===== src/rtl/dmem_ctrl.sv =====
// dmem_ctrl: data-memory responder that turns CU strobes into single RAM accesses
// at the matrix effective address and returns read data through the MDR.
module dmem_ctrl #(
    parameter int DATA_W   = 16,
    parameter int ADDR_W   = 8,
    parameter int MAT_ROWS = 4,
    parameter int MAT_COLS = 4,
    localparam int RW = $clog2(MAT_ROWS),
    localparam int CW = $clog2(MAT_COLS)
) (
    input  logic              clk,
    input  logic              reset,
    input  logic              dmem_read,
    input  logic              dmem_write,
    input  logic              mar_inc,
    input  logic              col_inc,
    input  logic              row_inc,
    input  logic              col_zero,
    input  logic              mar_load,
    input  logic [ADDR_W-1:0] mar_din,
    input  logic [DATA_W-1:0] wdata,
    output logic [ADDR_W-1:0] mem_addr,
    output logic              mem_re,
    output logic              mem_we,
    output logic [DATA_W-1:0] mem_wdata,
    input  logic [DATA_W-1:0] mem_rdata,
    output logic [DATA_W-1:0] mdr,
    output logic              rdata_valid,
    output logic              busy,
    output logic [RW-1:0]     row_idx,
    output logic [CW-1:0]     col_idx,
    output logic              mat_end,
    output logic              proto_err
);
    typedef enum logic [1:0] {IDLE, RD, RD_CAP, WR} state_t;

    state_t            state_q, state_d;
    logic [ADDR_W-1:0] addr_q, addr_d, mar_q, mar_d, ea;
    logic [DATA_W-1:0] wdata_q, wdata_d, mdr_q, mdr_d;
    logic [RW-1:0]     row_q, row_d;
    logic [CW-1:0]     col_q, col_d;
    logic              rv_q, rv_d, end_q, end_d, err_q, err_d;
    logic              row_last, col_last;

    assign row_last = row_q == RW'(MAT_ROWS - 1);
    assign col_last = col_q == CW'(MAT_COLS - 1);
    // Uses pre-update indices so same-cycle increments do not affect this access.
    assign ea = mar_q + ADDR_W'(row_q) * ADDR_W'(MAT_COLS) + ADDR_W'(col_q);

    always_comb begin
        state_d = state_q;
        addr_d  = addr_q;
        wdata_d = wdata_q;
        mdr_d   = mdr_q;
        rv_d    = 1'b0;
        err_d   = err_q;
        unique case (state_q)
            IDLE: begin
                if (dmem_write) begin
                    addr_d  = ea;
                    wdata_d = wdata;
                    state_d = WR;
                    err_d   = err_q | dmem_read;
                end else if (dmem_read) begin
                    addr_d  = ea;
                    state_d = RD;
                end
            end
            RD:     state_d = RD_CAP;
            RD_CAP: begin
                mdr_d   = mem_rdata;
                rv_d    = 1'b1;
                state_d = IDLE;
            end
            WR:     state_d = IDLE;
            default: state_d = IDLE;
        endcase
        if (state_q != IDLE && (dmem_read || dmem_write))
            err_d = 1'b1;
        mar_d = mar_load ? mar_din : mar_inc ? mar_q + ADDR_W'(1) : mar_q;
        col_d = col_zero ? '0 : col_inc ? (col_last ? '0 : col_q + CW'(1)) : col_q;
        row_d = row_inc ? (row_last ? '0 : row_q + RW'(1)) : row_q;
        end_d = row_inc && row_last;
    end

    always_ff @(posedge clk) begin
        if (reset) begin
            state_q <= IDLE;
            addr_q  <= '0;
            wdata_q <= '0;
            mdr_q   <= '0;
            rv_q    <= 1'b0;
            err_q   <= 1'b0;
            mar_q   <= '0;
            col_q   <= '0;
            row_q   <= '0;
            end_q   <= 1'b0;
        end else begin
            state_q <= state_d;
            addr_q  <= addr_d;
            wdata_q <= wdata_d;
            mdr_q   <= mdr_d;
            rv_q    <= rv_d;
            err_q   <= err_d;
            mar_q   <= mar_d;
            col_q   <= col_d;
            row_q   <= row_d;
            end_q   <= end_d;
        end
    end

    assign mem_addr    = addr_q;
    assign mem_wdata   = wdata_q;
    assign mem_re      = state_q == RD;
    assign mem_we      = state_q == WR;
    assign busy        = state_q != IDLE;
    assign mdr         = mdr_q;
    assign rdata_valid = rv_q;
    assign row_idx     = row_q;
    assign col_idx     = col_q;
    assign mat_end     = end_q;
    assign proto_err   = err_q;
endmodule


===== config.mk =====
export PLATFORM = sky130hd
export DESIGN_NAME = dmem_ctrl
export DESIGN_NICKNAME = d
export VERILOG_FILES = /design/src/rtl/dmem_ctrl.sv
export SDC_FILE = /design/constraint.sdc
export NUM_CORES = 1
export LEC_CHECK = 0
export ABC_CLOCK_PERIOD_IN_PS = 2200
export CAP_MARGIN = 20
export CORE_ASPECT_RATIO = 1.75
export CORE_MARGIN = 3
export CORE_UTILIZATION = 44
export CTS_BUF_LIST = sky130_fd_sc_hd__clkbuf_4
export DETAILED_ROUTE_END_ITERATION = 8
export PLACE_DENSITY = 0.84
export SETUP_SLACK_MARGIN = 0.02
export SLEW_MARGIN = 20
export SYNTH_ARGS = -nofsm -noshare
export SYNTH_HDL_FRONTEND = slang
export SYNTH_SLANG_ARGS = --single-unit

===== constraint.sdc =====
create_clock -name clk -period 2.2 [get_ports clk]
set_clock_uncertainty 0.05 [all_clocks]
set_input_delay 0.55 -clock clk [delete_from_list [all_inputs] [get_ports clk]]
set_output_delay 0.55 -clock clk [all_outputs]
set_load 0.02 [all_outputs]

# ---- After elaboration in Yosys (flattened, before gate mapping)
# Cells that the tools add are included.
dict set report totals {
  ff_bits 57
  word_cells 49
  out_inout_bits 50
  input_bits 49
}
dict set report op_classes {
  bitwise 1
  n_addsub 5
  n_eq_ne 6
  n_reduce_logical 14
  mux 13
}
# cell n
set op_table {}
lappend op_table {{8-bit 2-to-1 mux} 4}
lappend op_table {{2-bit nonzero test} 5}
lappend op_table {{8-bit by 1-bit adder with 8-bit output, second input constant} 1}
lappend op_table {{8-bit by 2-bit adder with 8-bit output} 1}
lappend op_table {{8-bit by 4-bit adder with 8-bit output} 1}
lappend op_table {{2-bit == test, second input constant} 4}
lappend op_table {{2-bit 2-to-1 mux} 4}
lappend op_table {{2-bit case mux with 3 select lines} 1}
lappend op_table {{2-bit AND reduction} 3}
lappend op_table {{2-bit by 1-bit adder with 2-bit output, second input constant} 2}
lappend op_table {{1-bit 2-to-1 mux} 4}
lappend op_table {{2-bit OR reduction} 2}
lappend op_table {{3-bit inequality test, second input constant} 1}
lappend op_table {{2-bit by 1-bit == test with 1-bit output, second input constant} 1}
lappend op_table {{1-bit logical AND} 2}
lappend op_table {{2-bit zero test} 1}
lappend op_table {{1-bit logical OR} 1}
lappend op_table {{1-bit bitwise OR} 1}

# ---- Logic depth before layout (Yosys ltp)
# Gate-level depths: netlist of run 1.
dict set report logic_depth {
  word_depth 4
  mapped_depth 8
  mapped_depth_nobuf 8
}

# ---- Worst setup path before layout of run 1
# OpenSTA, ideal clock, no wires.
dict set report synth_path {
  kind {reg-to-reg}
  start {register col_q[0] (netlist: col_idx[0])}
  end {register addr_q[6] (netlist: mem_addr[6])}
  synth_period_minus_slack_ps 1929
  arrival_time_ps 1794
  setup_time_ps 86
  path_stages_with_launch 9
  n_path_buf 0
  path_slack_ps 271
  t_required_ps 2064
  path_cell_list {dfxtp_1 ha_1 inv_1 fa_1 nor2b_1 o21a_1 o21bai_1 xor2_1 a211oi_1}
}
dict set report synth_via {
  elab_chain_len 3
}
# element line_no
set synth_rtl {}
lappend synth_rtl {{start: declaration} 41} ;# logic [CW-1:0] col_q, col_d;
lappend synth_rtl {{start signal: assignment} 106} ;# col_q <= col_d;
lappend synth_rtl {{8-bit by 2-bit adder with 8-bit output (*)} 48} ;# assign ea = mar_q + ADDR_W'(row_q) * ADDR_W'(MAT_COLS) + ADDR_W'(col_q);
lappend synth_rtl {{8-bit 2-to-1 mux} 64} ;# end else if (dmem_read) begin
lappend synth_rtl {{8-bit 2-to-1 mux (*)} 59} ;# if (dmem_write) begin
lappend synth_rtl {{end signal: assignment} 100} ;# addr_q <= addr_d;
lappend synth_rtl {{end: declaration} 38} ;# logic [ADDR_W-1:0] addr_q, addr_d, mar_q, mar_d, ea;
# Mark *: on every way between the ends. The rest lies on a longest branch, timed or not. The select of a mux whose other input is x is not followed.
# A chain may end at the register's enable or synchronous reset.

# ---- Worst setup path after layout of run 1
dict set report layout_path {
  start {register col_q[1] (netlist: col_idx[1])}
  end {output col_idx[1]}
}
# element line_no
set layout_lines {}
lappend layout_lines {{end: declaration} 31} ;# output logic [CW-1:0] col_idx,
# No word-level cell between the ends.

==> impl_results.md, run 1 <==
* Status: finished, final reports clean
* Die area at 0.00628 mm^2
* Synthesized area at 0.00235 mm^2
* Post-Synth Adder-Cell Area at 4.58%
* Min Tclk post-route at 2.05 ns
* Fmax at 487 MHz
* Synth Warn # at 0
* Synthesized flop and latch total at 57
* CP bufs+invs at 1
* DP HPWL at 4360 um
* Share of layout cells above drive strength 1 at 5.66%
* Layout area overhead at 47.8%
* Nets at 442
* Max Cap Viol at 0
* TritonCTS clock tree: yes
* Critical path startpoint category: register
* Initial DRC Count at 54
* Vias in the first global route at 2084
* Setup bufs post-CTS at 0
* DR vias at 2206
* First-pass GRT wire length at 9350 um
* Most frequent cells in the layout: 94 x clkdlybuf4s50_1, 76 x nand2_1, 56 x dfxtp_1
* Die Wd at 61.2 um
* Setup CP Type: register to primary output
* Max Slew Vio Count at 0
* Final-layout fill cell count at 443
* Synth Area in Compound Gates at 13.7%
* Util after Layout at 68.5%
* Place WS at 0.205 ns
* Worst setup EP type: primary output
* Total CTS buffers at 9
* Worst endpoint required time at 1.60 ns
* Slew margin rel. at 60.0%
* Post-synth top flop: dfxtp_1
* Worst Hold Class: register to register
* Final setup margin at 0.146 ns
* Max IR drop VDD at 481 uV
* Largest family of logic cells by synthesized area: simple AND/OR/NAND/NOR gates
* PortBufs at 98
* Mean routed wirelength per cell at 13.2 um
* P_leak at 1.35 nW
* Cell variety after synth at 32
* Commonest non-fill, non-tap cell in the layout: clkdlybuf4s50_1
* Top-level port count at 99
* Initial Util at 46.4%
* Simple-gate share of the synthesized area at 23.0%
* Diodes inserted at 0
* Async S/R FF share, synth at 0%
* Post-Syn Instances at 288
* Final TNS setup at 0 ns
* Clock-pin transition on the worst setup and hold timing paths at 0.09 ns
* Total track usage at 19.7%
* Fin crit share at 93.4%
* Arrival time worst endpoint at 1.45 ns
* Worst path max stage delay at 0.65 ns
* Worst path top cell family by delay: buffers and inverters
* PD cells at 677 mW/mm^2
* Final Hold Fails at 0
* Drt drc at 0
* Power Total at 2.35 mW
* Clock root buffer master: clkbuf_4
* RSZ-0062 raised after global routing: no
* Row count at 34
* CTS H-tree lvls at 3
* Mux contribution to synthesized area at 1.71%
* Initial antenna violation count at 0
* Largest net degree at the start of global routing at 58
* Drt total wl at 5850 um
* Clock Sink Count at 57
* Post-synth EDFFs at 0
* Register area at 0.00114 mm^2
* Die Height at 103 um
* Overflow after GRT at 0
* Worst skew pair latency at 0.38 ns
* DRT Pass-1 Iters at 6
* Final GP Congestion at 0.866
* Final setup viols at 0
* Multi-input logic area at 0.00111 mm^2
* Via/cell ratio at 4.98
* Crit Path Max Fanout at 5
* Critical path's slowest cell: clkdlybuf4s50_1
* Synth Net Count at 345
* CORE AREA at 0.00506 mm^2
* Post-DRT Antenna Nets at 0
* Worst-path cell chain: clkdlybuf4s50_1
* Seq/Total Area, Yosys at 48.6%
* Worst-margin pin slew at 0.600 ns
* Mean Syn Cell Area at 8.15 um^2
* Area share of xor/xnor cells in the synthesized design at 4.10%
* Max clock buf depth at 2
cell families (layout without fill, tap and decap cells):
group | after synthesis | after routing
adders and majority gates | 8 | 8
AOI/OAI and AO/OA | 59 | 59
buffers and inverters | 21 | 122
xor gates and xnor gates | 11 | 11
muxes | 4 | 4
and+or+nand+nor | 128 | 128
DFF | 57 | 57
worst paths after layout:
check	startpoint	depth (start not counted)	slack [ns]	to
worst max-delay path	col_idx[1]$_SDFFE_PP0P_	1	0.15	col_idx[1]
worst min-delay path	mdr[2]$_SDFFE_PP0P_	2	0.40	mdr[2]$_SDFFE_PP0P_
worst max register to register	mar_q[0]$_SDFFE_PP0P_	8	0.22	mem_addr[6]$_SDFFE_PP0P_
worst min register to register	mdr[2]$_SDFFE_PP0P_	2	0.40	mdr[2]$_SDFFE_PP0P_
timing repair:
item,4_1_cts,5_1_grt
endpoints found under the setup margin,3,0
resized for setup,4,0
hold buffers,0,0
per-layer routing:
metal	share of wire, %	GRT usage (%)	vias up
met2	54	35.4	67
met3	6.2	5.51	11
met5	0	0	-
met1	38	20.6	985
li1	-	-	1143
met4	1.8	8.18	0
final cells by class:
type                    instances  area share, %
multi-input cells             210           31.9
well taps                      54           1.95
clock inverters                 5           1.37
clock buffers                  10           2.16
inverters                       6          0.649
repair buffers                101           29.0
flip-flops and latches         57           32.9
state kept, by name, indices dropped and copies added, names as in the netlist:
| name | cells |
|---|---|
| col_idx | 2 |
| mat_end | 1 |
| proto_err | 1 |
| mem_wdata | 16 |
| mar_q | 8 |
| state_q | 2 |
| mdr | 16 |
| rdata_valid | 1 |
| row_idx | 2 |
| mem_addr | 8 |
synth_stat cells (5+ instances only):
cell type  instances  area share (%)
xnor2_1            5             1.9
dfxtp_1           57              49
nor2_1            27             4.3
nor3_1             6             1.3
a21oi_1           44             9.4
inv_1              5            0.80
xor2_1             6             2.2
ha_1               7             3.7
o21ai_0            5             1.1
a211oi_1           6             1.9
nand2_1           76              12
clkbuf_1           6            0.96
power by group:
part	internal [mW]	leakage, nW	total (mW)	switching, mW
sequential	1.10	0.468	1.15	0.0484
clock	0.343	0.0711	0.703	0.360
combinational	0.252	0.813	0.498	0.246
through the flow:
| stage | hold slack, ns | instances | area [um^2] |
|---|---|---|---|
| after CTS | 0.408 | 443 | 3470 |
| after floorplan | 0.479 | 288 | 2350 |
| after global routing | 0.425 | 443 | 3470 |
| after detailed placement | 0.396 | 428 | 3350 |
| after global placement | 0.391 | 428 | 3350 |
| final | 0.404 | 443 | 3470 |
Power figures use the tool's default switching activity.
==> run 2: changes to the inputs <==
Settings changed: GPL_TIMING_DRIVEN from default to 0, MAX_ROUTING_LAYER from default to met4.
==> run 2 against run 1 <==
  * Wire length rose by 2.1%
  * Via count rose by 2.5%
  * Register-to-register slack improved by 0.02 ns
  * Utilization rose by 0.87 points
  * Clock-buffer cell count did not move
  * Combinational power rose by 1%
  * Worst hold slack improved by 0.0023 ns
  * Critical path depth did not move
  * Non-clock buffer count rose by 11
  * Setup slack got worse by 0.049 ns
  * Global-route usage rose by 0.75 points
  * Final cell count rose by 2.5%
==> impl_results.md, run 2 (same netlist as run 1, synthesis figures left out) <==
* Critical path's slowest cell: clkdlybuf4s50_1 (unchanged)
* Final setup viols at 0 (unchanged)
* Die Height at 103 um (unchanged)
* Util after Layout at 69.4% (was 68.5%)
* Final TNS setup at 0 ns (unchanged)
* Worst path max stage delay at 0.65 ns (about the same)
* Die area at 0.00628 mm^2 (unchanged)
* Critical path startpoint category: register (unchanged)
* Logic pwr share at 21.4% (was 21.2%)
* Final Hold Fails at 0 (unchanged)
* Worst skew pair latency at 0.39 ns (was 0.38 ns)
* TritonCTS clock tree: yes (unchanged)
* Vias in the first global route at 2173 (was 2084)
* Worst-margin pin slew at 0.515 ns (was 0.600 ns)
* Diodes inserted at 0 (unchanged)
* Fmax at 476 MHz (was 487 MHz)
* Max Slew Vio Count at 0 (unchanged)
* P_leak at 1.38 nW (was 1.35 nW)
* Worst endpoint required time at 1.60 ns (about the same)
* Worst path top cell family by delay: buffers and inverters (unchanged)
* Most frequent cells in the layout: 94 x clkdlybuf4s50_1, 76 x nand2_1, 54 x dfxtp_1 (was 94 x clkdlybuf4s50_1, 76 x nand2_1, 56 x dfxtp_1)
* Clock power share at 29.7% (was 29.9%)
* Arrival time worst endpoint at 1.50 ns (was 1.45 ns)
* Row count at 34 (unchanged)
* Final GP Congestion at 0.918 (was 0.866)
* Worst Hold Class: register to register (unchanged)
* Total CTS buffers at 9 (unchanged)
* First-pass GRT wire length at 9380 um (was 9350 um)
* CP bufs+invs at 1 (unchanged)
* Total track usage at 20.4% (was 19.7%)
* CORE AREA at 0.00506 mm^2 (unchanged)
* Initial Util at 46.4% (unchanged)
* Overflow after GRT at 0 (unchanged)
* Commonest non-fill, non-tap cell in the layout: clkdlybuf4s50_1 (unchanged)
* HP Start: mem_wdata[1]$_SDFFE_PP0P_ (was mdr[2]$_SDFFE_PP0P_)
* Max IR drop VDD at 398 uV (was 481 uV)
* Sw Pwr at 0.654 mW (about the same)
* Crit Path Max Fanout at 5 (unchanged)
* PD cells at 671 mW/mm^2 (was 677 mW/mm^2)
* Worst setup EP type: primary output (unchanged)
* Clock Sink Count at 57 (unchanged)
* Post-DRT Antenna Nets at 0 (unchanged)
* Share of layout cells above drive strength 1 at 7.25% (was 5.66%)
* Nets at 453 (was 442)
* Total internal power at 1.70 mW (was 1.69 mW)
* Fin crit share at 95.6% (was 93.4%)
* Via/cell ratio at 4.98 (about the same)
* Drt drc at 0 (unchanged)
* Worst-path cell chain: clkdlybuf4s50_1 (unchanged)
* Switch share at 27.8% (was 27.9%)
* Min Tclk post-route at 2.10 ns (was 2.05 ns)
* Crit path from: col_idx[1]$_SDFFE_PP0P_ (unchanged)
* DP HPWL at 4670 um (was 4360 um)
* RSZ-0062 raised after global routing: no (unchanged)
* DRT Pass-1 Iters at 4 (was 6)
* Max Cap Viol at 0 (unchanged)
* Mean routed wirelength per cell at 13.2 um (about the same)
* CTS H-tree lvls at 3 (unchanged)
* Largest net degree at the start of global routing at 11 (was 58)
* DR vias at 2262 (was 2206)
* Worst r2r src: mar_q[0]$_SDFFE_PP0P_ (unchanged)
* Setup CP Type: register to primary output (unchanged)
* Slew margin rel. at 65.7% (was 60.0%)
* PortBufs at 97 (was 98)
* Drt total wl at 5970 um (was 5850 um)
* Initial DRC Count at 99 (was 54)
* Die Wd at 61.2 um (unchanged)
* Clock-pin transition on the worst setup and hold timing paths at 0.09 ns (about the same)
* Status: finished, final reports clean (unchanged)
* Layout area overhead at 49.6% (was 47.8%)
* Top-level port count at 99 (unchanged)
* Reg power frac at 48.8% (was 48.9%)
* Max clock buf depth at 2 (unchanged)
* Clock root buffer master: clkbuf_4 (unchanged)
* Initial antenna violation count at 0 (unchanged)
## run 2: cell types whose count changed in the layout (fill, tap and decap cells not counted)
cell,previous run,this run
dfxtp_1,56,54
dlygate4sd2_1,3,2
dfxtp_2,1,3
dlymetal6s2s_1,0,1
clkbuf_2,0,1
clkbuf_1,0,6
buf_12,1,0
buf_2,1,4
buf_4,2,4
## run 2: path summary, 6_finish.rpt
check        slack, ns                        end  cells after the start
min reg2reg       0.41  mem_wdata[1]$_SDFFE_PP0P_                      2
max reg2reg       0.24   mem_addr[6]$_SDFFE_PP0P_                      8
max                0.1                 col_idx[1]                      1
min               0.41  mem_wdata[1]$_SDFFE_PP0P_                      2
## run 2: metrics by stage
stage / hold WS (ns) / setup slack (ns) / instances / instance area (um^2) / power (mW)
2_1_floorplan: 0.479 / 0.271 / 288 / 2350 / 1.42
3_3_place_gp: 0.391 / 0.169 / 439 / 3390 / 1.67
3_5_place_dp: 0.395 / 0.161 / 439 / 3390 / 1.68
4_1_cts: 0.408 / 0.0256 / 454 / 3510 / 2.38
5_1_grt: 0.423 / 0.0736 / 454 / 3510 / 2.47
6_report: 0.407 / 0.0971 / 454 / 3510 / 2.36
## run 2: repair_timing
action	CTS	global route
setup buffers	0	0
hold buffers	0	0
gates resized for setup	3	3
setup endpoints to repair	3	2
## run 2: per-layer routing
layer  share of wire (%)  up-vias  GRT usage [%]  routed length (um)
met5                   0        -              -                   0
met4                 1.7        0           8.01                 104
met3                 4.5        9           4.01                 270
met2                  57       61           37.8                3400
met1                  37     1029           19.9                2200
li1                    -     1163              -                   -
## run 2: layout make-up
class	count	area, um^2
repair buffers	97	971
clock buffers	10	75.1
flip-flops and latches	57	1140
inverters	6	22.5
clock inverters	5	47.5
plain buffers	15	77.6
well taps	54	67.6
fillers	422	1550
multi-input cells	210	1110
## run 2: power by group through the flow
stage | Sequential, mW | Combinational (mW) | Clock [mW]
global route | 1.16 | 0.553 | 0.757
CTS | 1.15 | 0.512 | 0.719
floorplan | 1.23 | 0.191 | 0
global placement | 1.17 | 0.503 | 0
detailed placement | 1.17 | 0.510 | 0
finish | 1.15 | 0.505 | 0.701
==> RTL edit (settings of run 2) <==
Set the parameter `MAT_COLS` to 8 (it was 4).
--- a/src/rtl/dmem_ctrl.sv
+++ b/src/rtl/dmem_ctrl.sv
@@ -5,5 +5,5 @@
     parameter int ADDR_W   = 8,
     parameter int MAT_ROWS = 4,
-    parameter int MAT_COLS = 4,
+    parameter int MAT_COLS = 8,
     localparam int RW = $clog2(MAT_ROWS),
     localparam int CW = $clog2(MAT_COLS)
Ports: changed (resized col_idx); port bits go from 99 to 100. The function was not compared with the original's and may differ.
==> RTL edit against run 2 <==
- total power grew 1.9%
- worst hold slack gained 0.0024 ns
- wire length grew 9.8%
- largest power group unchanged
- clock power is 2% higher
- sequential cell count grew 1
- synthesized area is 5.0% higher
- worst setup slack improved by 0.059 ns
- final area is 4.4% higher
==> RTL edit: results (changes against run 2) <==
* Outcome: finished clean
* Hold Startpoint: mem_wdata[11]$_SDFFE_PP0P_
* Total nets after synthesis at 362 (+4.9%)
* Net total in the final layout at 470 (+3.8%)
* # diodes at 0 (unchanged)
* Most frequent cells after synthesis: 79 x nand2_1, 58 x dfxtp_1, 42 x a21oi_1, 23 x nor2_1, 11 x clkbuf_1
* Number of buffers added by the clock tree synthesis step at 9 (unchanged)
* Total number of yosys warnings at 0 (unchanged)
* Clock network latency to the later pin of the worst-skew pair at 0.39 ns (about the same)
* Sequential cell area fraction in the yosys report at 47.1% (-1.5 points)
* Vias in the first global route at 2398 (+10%)
* Dpl cell area at 3530 sq um (+4.2%)
* Buffer cell driving the clock tree root: clkbuf_4
* Wire per inst at 13.4 microns (+1.8%)
* Beginning of the critical path: col_idx[2]$_SDFFE_PP0P_
* Fraction of layout instances using a drive strength above 1 at 7.45% (+0.20 points)
* DRC marker count from the first detailed-route iteration at 76 (-23%)
* Cell at the slowest stage of the critical path: clkdlybuf4s50_1
* Leak at 1.40 nW (+1.5%)
* Largest cells by area after synthesis: dfxtp_1 47%, nand2_1 12%, a21oi_1 8.5%
* Worst min-delay path category: flop to flop
* Worst-case headroom to the max-slew limit at 61.8% (-3.8 points)
* CP max stage delay at 0.64 ns
* Vias per cell at 5.11 (+2.6%)
* Worst setup slack after placement at 0.0686 ns (-0.0928 ns)
* Worst VDD drop at 0.000767 V (+93%)
* Pin count of the biggest net entering global routing at 11 (unchanged)
* Global-route usage over all layers at 21.4% (+0.94 points)
* Filler cell count in the final layout at 464 (+10%)
* Estimated wirelength of the detail-placed design at 5110 microns (+9.5%)
* Routability congestion estimate from global placement at 0.799 (-13%)
* Cell class contributing the biggest share of worst-path delay: buffers and inverters
* Number of H-tree levels at 3 (unchanged)
* Wire length of the first global-routing pass at 10800 microns (+15%)
* Cell variety after synth at 41 (+28%)
* Initial antenna violation count at 0 (unchanged)
* Maximum fanout encountered on the critical timing path at 4 (-1)
* Data arrival, critical path at 1.44 ns (-0.06 ns)
* Number of buffers on the longest clock path at 2 (unchanged)
## RTL edit: repair_timing
action                     in CTS  in global routing
setup endpoints to repair       3                  2
hold buffers                    0                  0
gates resized for setup         3                  6
pin swaps                       0                  0
## RTL edit: worst paths after layout
kind,end,slack [ns],depth (start not counted)
worst max-delay path,col_idx[2],0.16,1
worst min-delay path,mem_wdata[11]$_SDFFE_PP0P_,0.41,2
worst max register to register,mem_addr[6]$_SDFFE_PP0P_,0.19,7
worst min register to register,mem_wdata[11]$_SDFFE_PP0P_,0.41,2
## RTL edit: cells by family after synthesis
| logic type | after synthesis | synth area share [%] |
|---|---|---|
| AOI/OAI and AO/OA | 67 | 16.6 |
| xor gates and xnor gates | 6 | 2.13 |
| adders and majority gates | 10 | 5.38 |
| buffers and inverters | 26 | 4.27 |
| DFF | 58 | 47.1 |
| muxes | 3 | 1.22 |
| and+or+nand+nor | 133 | 23.3 |
## RTL edit: cell type report
class,count,area (sq um),area share [%]
clock inverters,7,60.1,1.64
inverters,8,30.0,0.819
multi-input cells,219,1210,33.0
flip-flops and latches,58,1160,31.7
well taps,74,92.6,2.52
repair buffers,97,970,26.4
clock buffers,9,67.6,1.84
plain buffers,18,75.1,2.05
## RTL edit: report_power, final
group | internal (W) | switching (W)
logic | 0.000255 | 0.000264
registers | 0.00112 | 0.0000493
clock network | 0.000333 | 0.000381
## RTL edit: metal layers
metal  vias to the layer above  routed length (microns)  track usage, %
li1                       1246                        -               -
met1                      1141                     2480            20.7
met2                       102                     3540            38.1
met3                        16                      385            6.77
met4                         0                      156            9.79
met5                         -                        0               -
## RTL edit: stage by stage
step,util (%),hold WS [ns],total power (W),cells
final,68.6,0.409,0.00240,490
after global routing,68.6,0.429,0.00252,490
after CTS,68.3,0.411,0.00243,490
after detailed placement,66.0,0.398,0.00171,474
after global placement,66.0,0.392,0.00170,474
after floorplan,-,0.450,0.00145,303
